## config.mk

```make
export PLATFORM = sky130hd
export DESIGN_NAME = rr_drain_arbiter_flat
export DESIGN_NICKNAME = d
export VERILOG_FILES = /design/src/rtl/rr_drain_arbiter_if.sv /design/src/rtl/rr_drain_arbiter.sv /design/src/flat_wrapper.sv
export SDC_FILE = /design/constraint.sdc
export NUM_CORES = 1
export LEC_CHECK = 0
export BUFFER_PORTS_ARGS = -buffer_cell sky130_fd_sc_hd__buf_2
export CAP_MARGIN = 20
export CORE_UTILIZATION = 35
export CTS_CLUSTER_SIZE = 16
export DETAILED_ROUTE_END_ITERATION = 10
export MAX_ROUTING_LAYER = met4
export SLEW_MARGIN = 20
export SYNTH_ARGS = -nofsm -noshare
export SYNTH_HDL_FRONTEND = slang
export SYNTH_SLANG_ARGS = --single-unit
```

## constraint.sdc

```tcl
create_clock -name clk -period 4.3 [get_ports clk]
set_clock_uncertainty 0.2 [all_clocks]
set_input_delay 0.43 -clock clk [delete_from_list [all_inputs] [get_ports clk]]
set_output_delay 0.43 -clock clk [all_outputs]
set_load 0.005 [all_outputs]
```

## src/rtl/rr_drain_arbiter_if.sv

```systemverilog
// Stream bundle between the arbiter, the upstream linked-list FIFO and the downstream sink.
// The slave modport is the arbiter's view; the master modport is the FIFO/sink side.
interface rr_drain_arbiter_if #(
  parameter int WIDTH     = 8,
  parameter int NUM_FIFOS = 2,
  parameter int QID_WIDTH = $clog2(NUM_FIFOS)
);
  logic                 en;
  logic [NUM_FIFOS-1:0] empty;
  logic [WIDTH-1:0]     fifo_data;
  logic [NUM_FIFOS-1:0] pop;
  logic                 out_valid;
  logic                 out_ready;
  logic [WIDTH-1:0]     out_data;
  logic [QID_WIDTH-1:0] out_qid;

  modport master (
    output en, empty, fifo_data, out_ready,
    input  pop, out_valid, out_data, out_qid
  );

  modport slave (
    input  en, empty, fifo_data, out_ready,
    output pop, out_valid, out_data, out_qid
  );
endinterface

```

## src/rtl/rr_drain_arbiter.sv

```systemverilog
// Round-robin drain of a multi-queue FIFO: one pop per cycle, the word returns a cycle
// later and lands in a 2-entry skid buffer that feeds a qid-tagged valid/ready stream.
module rr_drain_arbiter #(
  parameter int WIDTH     = 8,
  parameter int NUM_FIFOS = 2,
  parameter int QID_WIDTH = $clog2(NUM_FIFOS)
) (
  input logic              clk,
  input logic              rst,
  rr_drain_arbiter_if.slave bus
);

  typedef logic [QID_WIDTH-1:0] qid_t;
  typedef struct packed {
    qid_t             qid;
    logic [WIDTH-1:0] data;
  } entry_t;

  qid_t       last_grant_q, last_grant_d;
  logic       inflight_q, inflight_d;
  qid_t       inflight_qid_q, inflight_qid_d;
  entry_t     slot_q [2];
  entry_t     slot_d [2];
  logic [1:0] cnt_q, cnt_d;
  logic       rd_ptr_q, rd_ptr_d;
  logic       wr_ptr_q, wr_ptr_d;

  logic       deq;
  logic [2:0] occupancy;
  logic       room;
  logic       found_hi, found_lo;
  qid_t       sel_hi, sel_lo, sel;
  logic       grant;
  logic [NUM_FIFOS-1:0] pop_vec;

  // Round-robin pick: first non-empty queue above the last grant, else the first one at or
  // below it. Iterating only over 0..NUM_FIFOS-1 keeps odd queue counts in range.
  // NOTE: always_comb uses blocking '=' with every output defaulted first, so no latch is inferred.
  always_comb begin
    found_hi = 1'b0;
    found_lo = 1'b0;
    sel_hi   = '0;
    sel_lo   = '0;
    for (int i = 0; i < NUM_FIFOS; i++) begin
      if (!bus.empty[i]) begin
        if (i > int'(last_grant_q)) begin
          if (!found_hi) begin
            found_hi = 1'b1;
            sel_hi   = QID_WIDTH'(i);
          end
        end else if (!found_lo) begin
          found_lo = 1'b1;
          sel_lo   = QID_WIDTH'(i);
        end
      end
    end
    sel = found_hi ? sel_hi : sel_lo;
  end

  // A word may be issued only if it is guaranteed a buffer slot when it returns.
  always_comb begin
    deq       = (cnt_q != 2'd0) & bus.out_ready;
    occupancy = {1'b0, cnt_q} + {2'b00, inflight_q};
    room      = occupancy < (3'd2 + {2'b00, deq});
    grant     = !rst && bus.en && !(&bus.empty) && room && (found_hi || found_lo);
    pop_vec   = '0;
    if (grant) pop_vec[sel] = 1'b1;
  end

  always_comb begin
    last_grant_d   = last_grant_q;
    inflight_d     = grant;
    inflight_qid_d = inflight_qid_q;
    slot_d         = slot_q;
    wr_ptr_d       = wr_ptr_q;
    rd_ptr_d       = rd_ptr_q;
    cnt_d          = cnt_q;

    if (grant) begin
      last_grant_d   = sel;
      inflight_qid_d = sel;
    end

    if (inflight_q) begin
      slot_d[wr_ptr_q] = '{qid: inflight_qid_q, data: bus.fifo_data};
      wr_ptr_d         = ~wr_ptr_q;
    end

    if (deq) rd_ptr_d = ~rd_ptr_q;

    unique case ({inflight_q, deq})
      2'b10:   cnt_d = cnt_q + 2'd1;
      2'b01:   cnt_d = cnt_q - 2'd1;
      default: cnt_d = cnt_q;
    endcase
  end

  // NOTE: the two buffer slots are reset as well, because the head slot drives out_data
  // directly and must read 0 out of reset; a deeper memory would be left unreset.
  always_ff @(posedge clk) begin
    if (rst) begin
      last_grant_q   <= QID_WIDTH'(NUM_FIFOS - 1);
      inflight_q     <= 1'b0;
      inflight_qid_q <= '0;
      slot_q[0]      <= '0;
      slot_q[1]      <= '0;
      cnt_q          <= 2'd0;
      rd_ptr_q       <= 1'b0;
      wr_ptr_q       <= 1'b0;
    end else begin
      last_grant_q   <= last_grant_d;
      inflight_q     <= inflight_d;
      inflight_qid_q <= inflight_qid_d;
      slot_q         <= slot_d;
      cnt_q          <= cnt_d;
      rd_ptr_q       <= rd_ptr_d;
      wr_ptr_q       <= wr_ptr_d;
    end
  end

  assign bus.pop       = pop_vec;
  assign bus.out_valid = (cnt_q != 2'd0);
  assign bus.out_data  = slot_q[rd_ptr_q].data;
  assign bus.out_qid   = slot_q[rd_ptr_q].qid;

  // Returning words must always find a free slot.
  no_capture_into_full : assert property (
    @(posedge clk) disable iff (rst) !(cnt_q == 2'd2 && inflight_q && !deq)
  );

endmodule

```

## src/flat_wrapper.sv

```systemverilog
// flat-port wrapper written by rule: the top's interface ports become plain ports
module rr_drain_arbiter_flat 
#(
  parameter int WIDTH     = 8,
  parameter int NUM_FIFOS = 2,
  parameter int QID_WIDTH = $clog2(NUM_FIFOS)
)
  (clk, rst, bus_en, bus_empty, bus_fifo_data, bus_out_ready, bus_pop, bus_out_valid, bus_out_data, bus_out_qid);
  rr_drain_arbiter_if #(.WIDTH(WIDTH), .NUM_FIFOS(NUM_FIFOS), .QID_WIDTH(QID_WIDTH)) bus_i ();
  input logic clk;
  input logic rst;
  input wire logic [$bits(bus_i.en)-1:0] bus_en;
  input wire logic [$bits(bus_i.empty)-1:0] bus_empty;
  input wire logic [$bits(bus_i.fifo_data)-1:0] bus_fifo_data;
  input wire logic [$bits(bus_i.out_ready)-1:0] bus_out_ready;
  output wire logic [$bits(bus_i.pop)-1:0] bus_pop;
  output wire logic [$bits(bus_i.out_valid)-1:0] bus_out_valid;
  output wire logic [$bits(bus_i.out_data)-1:0] bus_out_data;
  output wire logic [$bits(bus_i.out_qid)-1:0] bus_out_qid;
  assign bus_i.en = bus_en;
  assign bus_i.empty = bus_empty;
  assign bus_i.fifo_data = bus_fifo_data;
  assign bus_i.out_ready = bus_out_ready;
  assign bus_pop = bus_i.pop;
  assign bus_out_valid = bus_i.out_valid;
  assign bus_out_data = bus_i.out_data;
  assign bus_out_qid = bus_i.out_qid;
  rr_drain_arbiter #(.WIDTH(WIDTH), .NUM_FIFOS(NUM_FIFOS), .QID_WIDTH(QID_WIDTH)) u_core (.clk(clk), .rst(rst), .bus(bus_i));
endmodule
```

-- Yosys cells after proc, flatten, opt, wreduce, memory -nomap -nowiden
Cells that the tools add are included.
- bitwise operators: 5
- equality and inequality tests: 2
- reductions and logical operators: 12
- add/subtract/negate cells: 4
- mux-type cells: 19
- order comparisons: 7
- operators with widths (operator ; count):
    2-to-1 mux 9 bit ; 4
    bitwise mux 18 bit ; 1
    2-to-1 mux 1 bit ; 10
    demux 9 bit (select 1 bit) ; 1
    logical AND 1 bit ; 6
    greater-or-equal comparator 2 bit, second input constant ; 2
    NOT 1 -> 2 bit ; 2
    case mux 2 bit (2 select lines) ; 1
    nonzero test 2 bit ; 2
    adder 2 x 1 -> 3 bit ; 1
    adder 2 x 1 -> 3 bit, first input constant ; 1
    < comparator 3 bit ; 1
    adder 2 x 1 -> 2 bit, second input constant ; 1
    == test 2 x 1 -> 1 bit, second input constant ; 1
    == test 2 bit, second input constant ; 1
    logical NOT 1 bit ; 2
    < comparator 1 x 2 -> 1 bit, second input constant ; 1
    < comparator 2 x 1 -> 1 bit, second input constant ; 1
    2-to-1 mux 2 bit ; 1
    NOT 1 bit ; 2
    AND reduction 2 bit ; 1
    subtractor 2 x 1 -> 2 bit, second input constant ; 1
    AND 1 bit ; 1
    demux 1 bit (select 1 bit) ; 1
    3 further kinds ; 3
- word-level logic and storage cells: 59
- register bits after elaboration: 25

-- Depth between registers and ports, before layout
- depth in word-level cells: 9
- mapped depth: 6
- gate-level depth less buffers: 5

-- Worst setup path before layout
No wires, ideal clock.
- path kind: flip-flop to output port
- start point: register u_core.cnt_q[0]
- end point: output port bus_pop[0]
- required time: 3.670 ns
- path buffers: 0
- arrival: 1.399 ns
- setup slack: 2.271 ns
- cell stages (with the launch flop): 6
- path through: dfxtp_1 ha_1 ha_1 a22oi_1 o2111ai_4 nor2b_1
- cells in the longest elaborated chain, start to end: 7
- elaborated cells on any way between the ends: 8
- classes of those cells: add/sub: 2; order compare: 1; mux: 1; bitwise: 1; reduce/logical: 3
- ends and longest elaborated chain (element ; RTL line ; RTL):
    from (decl) ; rr_drain_arbiter.sv:24 ; logic [1:0] cnt_q, cnt_d;
    from (signal assigned) ; rr_drain_arbiter.sv:115 ; cnt_q <= cnt_d;
    nonzero test 2 bit ; rr_drain_arbiter.sv:62 ; deq = (cnt_q != 2'd0) & bus.out_ready;
    AND 1 bit ; rr_drain_arbiter.sv:62 ;
    adder 2 x 1 -> 3 bit ; rr_drain_arbiter.sv:64 ; room = occupancy < (3'd2 + {2'b00, deq});
    < comparator 3 bit (*) ; rr_drain_arbiter.sv:64 ;
    logical AND 1 bit (*) (2 in series) ; rr_drain_arbiter.sv:65 ; grant = !rst && bus.en && !(&bus.empty) && room && (found_hi || found_lo);
    2-to-1 mux 2 bit (*) ; rr_drain_arbiter.sv:67 ; if (grant) pop_vec[sel] = 1'b1;
    to (decl) ; flat_wrapper.sv:16 ; output wire logic [$bits(bus_i.pop)-1:0] bus_pop;
Every way passes the cells marked *; elsewhere a longest branch is shown, timed or not.

-- Worst setup path in the final report
- start point: register u_core.inflight_q
- end point: output port bus_pop[0]
- cells in the longest elaborated chain, start to end: 5
- ends and longest elaborated chain (element ; RTL line ; RTL):
    from (decl) ; rr_drain_arbiter.sv:20 ; logic inflight_q, inflight_d;
    from (signal assigned) ; rr_drain_arbiter.sv:112 ; inflight_q <= inflight_d;
    adder 2 x 1 -> 3 bit ; rr_drain_arbiter.sv:63 ; occupancy = {1'b0, cnt_q} + {2'b00, inflight_q};
    < comparator 3 bit ; rr_drain_arbiter.sv:64 ;
    logical AND 1 bit (2 in series) ; rr_drain_arbiter.sv:65 ;
    2-to-1 mux 2 bit ; rr_drain_arbiter.sv:67 ;
Every way passes these cells.

==> results_dict.tcl <==
set metrics [dict create \
    status "finished, final reports clean" \
    worstSetupPathType "reg -> out" \
    fin_util 0.442 \
    post_drt_wl_per_cell_um 11.5 \
    placed_cells 187 \
    clk_path_buf_depth 2 \
    drt_iter0_drc 13 \
    drcViolationCount 0 \
    yosys_warnings 0 \
    hold_viol 0 \
    p_leak_nw 0.535 \
    grt-ovfl-total 0 \
    synth.distinct_cells 22 \
    stdcell_count 191 \
    syn_inst 128 \
    syn_area_um2 1100 \
    first_pass_iters 4 \
    num_vias 926 \
    grt_usage 0.145 \
    slew_headroom 0.532 \
    cts_tree "built" \
    crit_path_max_fanout 14 \
    critPathCaptureType "output port" \
    max_cap_viol_count 0 \
    vias_per_cell 4.85 \
    irDropWorstVdd_uv 153 \
    antenna_found_initial 0 \
    fin_setup_tns_ps 0 \
    ys_seq_area_frac 0.455 \
    maxSlewViolCount 0 \
    die_h_um 58.1 \
    gp_congestion 0.742 \
    avgSynthCellArea_um2 8.60 \
    final_common_cell "nand2_1" \
    cp.required_ps 3670 \
    area_delta_synth_final_pct 15.5 \
    clk_latency_ps 310 \
    final_cell_mix "29 x nand2_1, 25 x buf_2, 25 x dfxtp_1" \
    initial_core_util 0.383 \
    grt_pass1_wl_mm 3.72 \
    wl_mm 2.19 \
    dpl.hpwl_mm 1.51 \
    cts_buffers 3 \
    grt_max_degree 26 \
    ioPinCount 26 \
    max_slew.worst_pin.slew_ps 700 \
    htree_levels 1 \
    rows 19 \
    hp-class "in -> reg" \
    cts.sinks 25 \
    power_density_nw_per_um2 416 \
    drtAntennaViolNets 0 \
    min_period_ps 2750 \
    synth_fp_nets 145 \
    worstSetupStartpointType "flop" \
    clkTransAtPathRegs_ps 140 \
    ctsResizeCount 0 \
    rsz0062_at_grt "false" \
    cts_setup_buffers 0 \
    grt_pass1_vias 854 \
    nets 167 \
    core_area_um2 2880 \
    die_area_um2 3370 \
    fin_crit_sh 0.640 \
    fmax_mhz 364 \
    hold_buffers 0 \
    ys_seq_elements 25 \
    critPathArrivalTime_ps 2120 \
    hold_ws_ps 147 \
    n_antenna_cell 0 \
    post_route_cells_drive_above_1_share 0.275 \
    portBuffers 25 \
    p_total_uw 529 \
    setup_viol 0 \
    die_w_um 58.1 \
    clock-root-buffer "clkbuf_4" \
]
## worst max-delay path: stages, from the launching register on
cell and delay, ps:
dfxtp_1 620, ha_1 240, ha_1 240, a22oi_1 250, o2111ai_4 200, nor2b_1 140, buf_2 120
## power by group
part	total [mW]	internal (mW)	switching (mW)
Sequential	0.292	0.255	0.0364
Combinational	0.134	0.0706	0.0630
Clock	0.103	0.0347	0.0686
Total	0.529	0.361	0.168
## area by class of cell
class / count / area, um^2
Timing Repair Buffer: 25 / 125
Clock buffer: 3 / 22.5
Tap cell: 42 / 52.6
Multi-Input combinational cell: 91 / 551
Fill cell: 291 / 1610
Clock inverter: 1 / 5.00
Sequential cell: 25 / 500
Inverter: 4 / 15.0
## cells in the mapped netlist
library cell  number  area (um^2)
a21o_1             1         7.51
a21oi_1           20          100
a22oi_1            1         7.51
buf_2              4         20.0
clkbuf_1           4         15.0
dfxtp_1           25          500
ha_1               3         37.5
inv_1              4         15.0
mux2_2             9          101
mux2i_1            2         20.0
nand2_1           29          109
nand2b_1           2         12.5
nand3_1            9         45.0
nor2_1             5         18.8
nor2b_1            2         12.5
o2111ai_4          1         26.3
o21a_2             1         8.76
o21ai_0            1         5.00
or2_2              1         6.26
or3_1              1         6.26
xnor2_1            2         17.5
xor2_1             1         8.76
## registers in the layout, indices dropped and copies added (netlist names)
signal	flops
u_core.inflight_q	1
u_core.inflight_qid_q	1
u_core.cnt_q	2
u_core.last_grant_q	1
u_core.slot_q	18
u_core.rd_ptr_q	1
u_core.wr_ptr_q	1
## routing by layer
layer	vias to the layer above	routed length, um	global-route usage
li1	474	-	-
met1	431	1040	0.193
met2	19	1040	0.223
met3	2	86	0.0268
met4	0	16	0.0408
met5	-	0	-
## logic make-up after synthesis
logic type | share of synthesized area
simple gates | 0.191
mux | 0.110
flops | 0.455
xor+xnor | 0.0239
compound gates | 0.141
fa+ha+maj | 0.0341
buf+inv | 0.0454
## through the flow
step / setup WS [ps] / area, um^2
after detailed placement: 1900 / 1240
after CTS: 1520 / 1270
after floorplan: 2270 / 1100
final: 1550 / 1270
after global routing: 1340 / 1270
after global placement: 1960 / 1240
## final timing paths
path,startpoint,to,slack [ps],cells after the start
min,bus_fifo_data[1],u_core.slot_q[10]$_SDFFE_PP0P_,150,3
max reg2reg,u_core.inflight_q$_SDFF_PP0_,u_core.last_grant_q$_SDFFE_PP1P_,2300,5
min reg2reg,u_core.slot_q[8]$_SDFFE_PP0P_,u_core.slot_q[8]$_SDFFE_PP0P_,260,2
max,u_core.inflight_q$_SDFF_PP0_,bus_pop[0],1550,6
Note: power is estimated with default switching activity, not from simulation.
